`src/rtl/uart_pkg.sv`:
```
`default_nettype none
// ============================================================================
//  Module      : uart_pkg
//  Description : Types and constants shared by the UART transmitter and
//                receiver. Covers the FSM state encoding, the frame layout
//                constants and a parity helper.
//  Revision    : 1.0 - initial release
// ============================================================================
package uart_pkg;

  // Transmitter/receiver control states
  typedef enum logic [1:0] {
    IDLE = 2'd0,
    LOAD = 2'd1,
    SEND = 2'd2,
    DONE = 2'd3
  } uart_state_e;

  // The frame is start + 8 data + parity + stop
  localparam int   FRAME_BITS = 11;
  localparam logic START_BIT  = 1'b0;
  localparam logic STOP_BIT   = 1'b1;
  localparam logic IDLE_LEVEL = 1'b1;

  // Even parity is the XOR of the data bits; odd parity is its complement
  function automatic logic calc_parity(input logic [7:0] data, input logic odd);
    return odd ? ~^data : ^data;
  endfunction

endpackage
`default_nettype wire

```
`src/rtl/uart_baud_tick.sv`:
```
`default_nettype none
// ============================================================================
//  Module      : uart_baud_tick
//  Description : Bit-period counter. It counts 0..CLKS_PER_BIT-1 while en_i
//                is high. tick_o is high for one cycle when the terminal
//                count is reached, and the counter then restarts at 0.
//                clr_i returns the counter to 0 and takes priority over en_i.
//  Ports       : clk    - clock
//                rst    - asynchronous active-low reset
//                en_i   - count enable
//                clr_i  - synchronous clear
//                tick_o - terminal-count strobe
//  Revision    : 1.0 - initial release
// ============================================================================
module uart_baud_tick #(
  parameter int CLKS_PER_BIT = 16
) (
  input  logic clk,
  input  logic rst,
  input  logic en_i,
  input  logic clr_i,
  output logic tick_o
);

  localparam int               c_CNT_W = (CLKS_PER_BIT > 1) ? $clog2(CLKS_PER_BIT) : 1;
  localparam logic [c_CNT_W-1:0] c_TERM = c_CNT_W'(CLKS_PER_BIT - 1);

  logic [c_CNT_W-1:0] cnt_q;
  logic [c_CNT_W-1:0] cnt_d;

  // The tick qualifies with the enable, so a held count never produces
  // repeated strobes.
  assign tick_o = en_i && (cnt_q == c_TERM);

  always_comb begin
    cnt_d = cnt_q;
    if (clr_i) begin
      cnt_d = '0;
    end else if (en_i) begin
      cnt_d = tick_o ? '0 : cnt_q + c_CNT_W'(1);
    end
  end

  always_ff @(posedge clk or negedge rst) begin
    if (!rst) begin
      cnt_q <= '0;
    end else begin
      cnt_q <= cnt_d;
    end
  end

endmodule
`default_nettype wire

```
`src/rtl/uart_tx.sv`:
```
`default_nettype none
// ============================================================================
//  Module      : uart_tx
//  Description : UART serial transmitter. A byte is sent as an 11-bit frame:
//                start, 8 data bits LSB-first, parity, and stop. Each bit is
//                held for CLKS_PER_BIT clocks. The request uses the
//                tx_start/clr_tx_start handshake with the APB block.
//  Ports       : clk          - clock
//                rst          - asynchronous active-low reset
//                tx_start     - request to send tx_data
//                tx_data      - byte to send, sampled in the LOAD cycle
//                txd          - serial output, idle high
//                busy         - high from the LOAD cycle through the DONE cycle
//                clr_tx_start - one-cycle pulse in LOAD telling APB to clear
//                               tx_start
//                done         - one-cycle pulse after the stop bit
//  Revision    : 1.0 - initial release
// ============================================================================
module uart_tx
  import uart_pkg::*;
#(
  parameter int CLKS_PER_BIT = 16,
  parameter bit PARITY_ODD   = 1'b0
) (
  input  logic       clk,
  input  logic       rst,
  input  logic       tx_start,
  input  logic [7:0] tx_data,
  output logic       txd,
  output logic       busy,
  output logic       clr_tx_start,
  output logic       done
);

  localparam logic [3:0] c_LAST_BIT = 4'(FRAME_BITS - 1);

  uart_state_e           state_q;
  logic [FRAME_BITS-1:0] shift_q;
  logic [3:0]            bit_cnt_q;
  logic                  busy_q;
  logic                  clr_q;
  logic                  done_q;
  logic                  baud_tick;

  // The counter runs only in SEND. It is held at zero otherwise, so the
  // start bit gets a full bit period.
  uart_baud_tick #(
    .CLKS_PER_BIT (CLKS_PER_BIT)
  ) u_baud_tick (
    .clk    (clk),
    .rst    (rst),
    .en_i   (state_q == SEND),
    .clr_i  (state_q != SEND),
    .tick_o (baud_tick)
  );

  always_ff @(posedge clk or negedge rst) begin
    if (!rst) begin
      state_q   <= IDLE;
      shift_q   <= '1;
      bit_cnt_q <= '0;
      busy_q    <= 1'b0;
      clr_q     <= 1'b0;
      done_q    <= 1'b0;
    end else begin
      clr_q  <= 1'b0;
      done_q <= 1'b0;
      case (state_q)
        IDLE: begin
          bit_cnt_q <= '0;
          if (tx_start) begin
            state_q <= LOAD;
            busy_q  <= 1'b1;
            clr_q   <= 1'b1;
          end
        end
        LOAD: begin
          shift_q   <= {STOP_BIT, calc_parity(tx_data, PARITY_ODD), tx_data, START_BIT};
          bit_cnt_q <= '0;
          state_q   <= SEND;
        end
        SEND: begin
          if (baud_tick) begin
            // Shifting in ones leaves the register all-ones after the stop
            // bit. txd then rests high in DONE and IDLE without extra muxing.
            shift_q   <= {IDLE_LEVEL, shift_q[FRAME_BITS-1:1]};
            bit_cnt_q <= bit_cnt_q + 4'd1;
            if (bit_cnt_q == c_LAST_BIT) begin
              state_q <= DONE;
              done_q  <= 1'b1;
            end
          end
        end
        DONE: begin
          busy_q  <= 1'b0;
          state_q <= IDLE;
        end
        default: begin
          state_q <= IDLE;
        end
      endcase
    end
  end

  // txd comes straight from a flop, so reset drives the line high
  // immediately.
  assign txd          = shift_q[0];
  assign busy         = busy_q;
  assign clr_tx_start = clr_q;
  assign done         = done_q;

endmodule
`default_nettype wire

```
`config.mk`:
```
export PLATFORM = sky130hd
export DESIGN_NAME = uart_tx
export DESIGN_NICKNAME = d
export VERILOG_FILES = /design/src/rtl/uart_pkg.sv /design/src/rtl/uart_baud_tick.sv /design/src/rtl/uart_tx.sv
export SDC_FILE = /design/constraint.sdc
export NUM_CORES = 1
export LEC_CHECK = 0
export BUFFER_PORTS_ARGS = -buffer_cell sky130_fd_sc_hd__buf_2
export CAP_MARGIN = 20
export CELL_PAD_IN_SITES_DETAIL_PLACEMENT = 0
export CELL_PAD_IN_SITES_GLOBAL_PLACEMENT = 1
export CORE_MARGIN = 5
export CORE_UTILIZATION = 38
export CTS_CLUSTER_SIZE = 30
export DETAILED_ROUTE_END_ITERATION = 10
export GPL_TIMING_DRIVEN = 0
export PLACE_DENSITY = 0.8
export SLEW_MARGIN = 20
export SYNTH_ARGS = -nofsm -noshare
export SYNTH_HDL_FRONTEND = slang
export SYNTH_SLANG_ARGS = --single-unit
```
`constraint.sdc`:
```
create_clock -name clk -period 3.2 [get_ports clk]
set_input_delay 0.16 -clock clk [delete_from_list [all_inputs] [get_ports clk]]
set_output_delay 0.16 -clock clk [all_outputs]
set_load 0.03 [all_outputs]
```
Word level (Yosys, flattened, before mapping)
Index checks and enable logic that the tools add are counted.
Widths: inputs -> output; s select.

word-level totals
  bits in registers = 24
  output and inout port bits = 4

operators by class
  add/subtract/negate cells = 2
  equal/unequal tests = 9
  multiplexer cells = 18
  reduce and logical (&&, ||, !) cells = 12

operators with widths
  cell                 number
  $pmux 11 s2          1
  $mux 4               4
  $mux 11              1
  $add 4x1->4 const B  2
  $eq 4x4->1 const B   2
  $ne 2x2->1 const B   4
  $pmux 2 s4           1
  $pmux 4 s2           1
  $reduce_bool 2->1    4
  $reduce_xor 8->1     1
  $mux 1               6
  $mux 2               3
  $reduce_and 2->1     3
  $eq 2x2->1 const B   2
  $reduce_and 3->1     1
  $eq 2x1->1 const B   1
  $logic_not 2->1      1
  $pmux 1 s2           1
  $reduce_or 2->1      1
  $logic_and 1x1->1    1

Depth between registers and ports, before layout
  word-level depth = 5
  gate-level depth with buffers = 7

Cells and area by module
From an unflattened synthesis, not the netlist that was laid out.

unflattened totals
  cell total of the unflattened synthesis = 133
  area, all modules = 1325.0 um^2

modules (own cells, without submodules)
  module          times used  cells an instance  area each (um^2)  sequential area each (um^2)
  uart_tx         1           111                1119.8            488.0
  uart_baud_tick  1           22                 205.2             100.1

Worst setup path after synthesis
No wires, ideal clock.

  path kind = register to register
  start = reg u_baud_tick.cnt_q[0]
  end = reg state_q[1]
  data arrival time = 1375 ps
  setup slack = 1700 ps
  stages on the path, launching flop included = 6
  clock period less this slack = 1500 ps
  path through = dfrtp_1 ha_1 nand3_1 o21a_1 a21oi_2 mux2_2

on the way
  word-level cells in the longest chain between the ends = 4

RTL lines
  what                        RTL line              text
  start: declaration          uart_baud_tick.sv:28  logic [c_CNT_W-1:0] cnt_q;
  start signal: assignment    uart_baud_tick.sv:48  cnt_q <= cnt_d;
  $eq 4x4->1                  uart_baud_tick.sv:33  assign tick_o = en_i && (cnt_q == c_TERM);
  $logic_and 1x1->1           uart_baud_tick.sv:33
  $ne 2x2->1 (no line)        --
  $reduce_and 3->1 (no line)  --
  end signal: assignment      uart_tx.sv:59         state_q <= IDLE;
  end signal: assignment      uart_tx.sv:72         state_q <= LOAD;
  end signal: assignment      uart_tx.sv:80         state_q <= SEND;
  end: declaration            uart_tx.sv:37         uart_state_e state_q;

Every way passes these cells.
A chain may end at the register's enable or synchronous reset.

Final worst setup path
  start = reg u_baud_tick.cnt_q[0]
  end = reg shift_q[8]

on the way
  word-level cells in the longest chain between the ends = 4

RTL lines
  what                        RTL line              text
  $eq 4x4->1                  uart_baud_tick.sv:33
  $logic_and 1x1->1           uart_baud_tick.sv:33
  $ne 2x2->1 (no line)        --
  $reduce_and 2->1 (no line)  --
  end signal: assignment      uart_tx.sv:78         shift_q <= {STOP_BIT, calc_parity(tx_data, PARITY_ODD), tx_data, START_BIT};
  end signal: assignment      uart_tx.sv:86         shift_q <= {IDLE_LEVEL, shift_q[FRAME_BITS-1:1]};
  end: declaration            uart_tx.sv:38         logic [FRAME_BITS-1:0] shift_q;

Every way passes these cells.

==> results_dict.tcl <==
set metrics [dict create \
    status "finished, final reports clean" \
    ys.flop_type "dfrtp_1" \
    setup_violations 0 \
    finalSetupTns_ps 0 \
    root_buffer "clkbuf_4" \
    cap_violations 0 \
    initial_utilization_pct 40.2 \
    die_y_um 67.3 \
    timing.rr.end "shift_q[8]" \
    grt_pass1_wl_mm 3.81 \
    placed_area_sq_um 1370 \
    min-delay-start "tx_start" \
    maxClockFrequency_mhz 590 \
    hold_buffers 1 \
    drive_gt1_share_pct 23.9 \
    synth-edff-count 0 \
    core_sq_um 3100 \
    firstDrtPassIters 3 \
    cp_max_fo 10 \
    syn-num-nets 138 \
    via_per_inst 4.81 \
    tightestPinTransition_ps 510 \
    power_w 0.00108 \
    cts_buffers 3 \
    syn_inst 119 \
    synth-seq-cells 23 \
    switchingPower_w 0.000406 \
    cts_tree "yes" \
    min_delay_path_depth 2 \
    hold_viol_final 0 \
    synth.cell_area_sq_um 1250 \
    die_x_um 67.3 \
    worst_setup_path_start_kind "flip-flop" \
    via_count 875 \
    path_clk_slew_ps 130 \
    cts_sinks 23 \
    timing.critical_path.from "u_baud_tick.cnt_q[0]" \
    period_share_pct 53.0 \
    place_congestion 0.768 \
    p_per_area_nw_per_um2 765 \
    nets 158 \
    synth_top_area_share_pct 26.1 \
    postSynth.asyncResetShare_pct 100 \
    cp.arrival_ps 1920 \
    slowest_stage "dfrtp_1" \
    final_util_pct 45.4 \
    clock_path_buffers 2 \
    skew_ps 12.3 \
    swShare_pct 37.6 \
    reg2reg_depth 7 \
    synth.avg_cell_area_sq_um 10.5 \
    required_ps 3430 \
    ys_seq_area_share_pct 47.1 \
    grt_pass1_vias 889 \
    power.share.clock_pct 12.5 \
    worstReg2RegStart "u_baud_tick.cnt_q[0]" \
    path_buf_inv 2 \
    cts_resized 0 \
    ios 15 \
    design_area_sq_um 1410 \
    r2r_slack_ps 1500 \
    yosys-top-cells-area "dfrtp_1 26%, dfstp_2 21%, ha_1 8.0%" \
    insertion_delay_ps 310 \
    dp_hpwl_mm 1.63 \
    syn_to_final_growth_pct 12.9 \
    power.share.combinational_pct 43.5 \
    path_class "reg2reg" \
    hold_ws_ps 69.7 \
    p_leak_nw 0.658 \
    cp-end-kind "flip-flop" \
    wirelength_mm 2.16 \
    io_buffers 14 \
    postCtsSetupBuffers 0 \
    die_area_sq_um 4530 \
    yosysTopAreaCell "dfrtp_1" \
    ys_warn_count 0 \
    antenna_found_initial 0 \
    grt_overflow 0 \
    critPathTopFamily "flip-flops" \
    fin_crit_ps 1700 \
    synth.distinct_cells 32 \
    grt_max_degree 24 \
    path_cells "ha_1 -> and3_1 -> buf_2 -> mux2i_4 -> buf_6 -> nand2_1 -> o21ai_0" \
    rsz0062_at_grt "no" \
    drv_slew 0 \
    slew_headroom_pct 66.0 \
    p_int_w 0.000672 \
    p_seq_share_pct 44.0 \
    cts_max_level 1 \
    rows 20 \
    vdd_ir_drop_max_uv 372 \
    diodes 0 \
    drtAntennaViolNets 0 \
    wl_per_cell_um 11.9 \
    track_usage_pct 11.0 \
    drc 0 \
    hold_class "in2reg" \
    drt_iter0_drc 19 \
    slowest_delay_ps 440 \
    hold_end "clr_tx_start" \
]
per-stage QoR:
| step | worst slack [ps] | instances |
|---|---|---|
| after CTS | 1470 | 182 |
| after global placement | 1570 | 177 |
| after global routing | 1410 | 182 |
| final | 1500 | 182 |
| after floorplan | 1700 | 119 |
| after detailed placement | 1510 | 177 |
worst max path at each step:
stage | slack (ps) | endpoint | depth (start not counted)
6_report | 1500 | shift_q[8] | 7
5_1_grt | 1410 | state_q[1] | 5
4_1_cts | 1470 | shift_q[8] | 7
3_5_place_dp | 1510 | shift_q[8] | 7
3_3_place_gp | 1570 | state_q[1] | 5
2_1_floorplan | 1700 | state_q[1] | 5
worst reg2reg max path, cell delays in order (launching register included):
cell and delay [ps]:
dfrtp_1 440, ha_1 260, and3_1 160, buf_2 160, mux2i_4 270, buf_6 190
nand2_1 60, o21ai_0 80
cells in the mapped netlist, types with 3 or more instances:
| cell type | n |
|---|---|
| inv_1 | 6 |
| mux2i_1 | 9 |
| nor2_1 | 5 |
| xnor2_1 | 8 |
| and2_1 | 4 |
| dfstp_2 | 10 |
| dfrtp_1 | 13 |
| ha_1 | 8 |
| nand3_1 | 3 |
| o21ai_0 | 13 |
| nand2_1 | 15 |
cell type report:
cell class,instances,area [sq um]
buffer,4,25.0
clock buffer,4,26.3
fill,330,1690
inverter,6,22.5
multi-input combinational,86,612
sequential,23,588
tap,44,55.1
timing repair buffer,15,80.1
cell families after synthesis:
| family | Yosys count | synth area share (%) |
|---|---|---|
| and+or+nand+nor | 34 | 13.1 |
| muxes | 11 | 9.93 |
| buffers and inverters | 10 | 3.81 |
| DFF | 23 | 47.1 |
| adders and majority gates | 8 | 8.02 |
| AOI/OAI and AO/OA | 24 | 11.6 |
| xor gates and xnor gates | 9 | 6.32 |
flip-flops by register name, summed over array words and instances, names as in the netlist:
signal,count
busy,1
u_baud_tick.cnt_q,4
state_q,2
done,1
clr_tx_start,1
bit_cnt_q,4
shift_q,10
per-layer routing:
layer | vias to the layer above | share of wire, % | GRT usage (%) | wire, um
li1 | 448 | - | - | -
met1 | 414 | 47 | 13.8 | 1020
met2 | 9 | 49 | 18.8 | 1070
met3 | 4 | 1.9 | 2.00 | 40
met4 | 0 | 1.3 | 3.80 | 27
met5 | - | 0 | 0 | 0
cells in the final DEF (no fill, tap or decap), types with 2 or more instances in the layout:
cell / synthesis / layout
buf_2: 2 / 16
nand2_1: 15 / 15
o21ai_0: 13 / 13
dfrtp_1: 13 / 13
dfstp_2: 10 / 10
mux2i_1: 9 / 9
xnor2_1: 8 / 8
ha_1: 8 / 8
inv_1: 6 / 6
nor2_1: 5 / 5
and2_1: 4 / 4
nand3_1: 3 / 3
clkbuf_4: 0 / 3
clkbuf_1: 1 / 2
a21oi_1: 2 / 2
nor4b_1: 2 / 2
a21o_1: 2 / 2
power groups by stage:
stage / sequential [W] / clock (W) / combinational, W
after global routing: 0.000490 / 0.000156 / 0.000528
after CTS: 0.000475 / 0.000145 / 0.000481
after global placement: 0.000475 / 0 / 0.000462
after detailed placement: 0.000482 / 0 / 0.000480
after floorplan: 0.000488 / 0 / 0.000357
final: 0.000474 / 0.000134 / 0.000469
No activity file was read; power rests on OpenSTA's default activity.
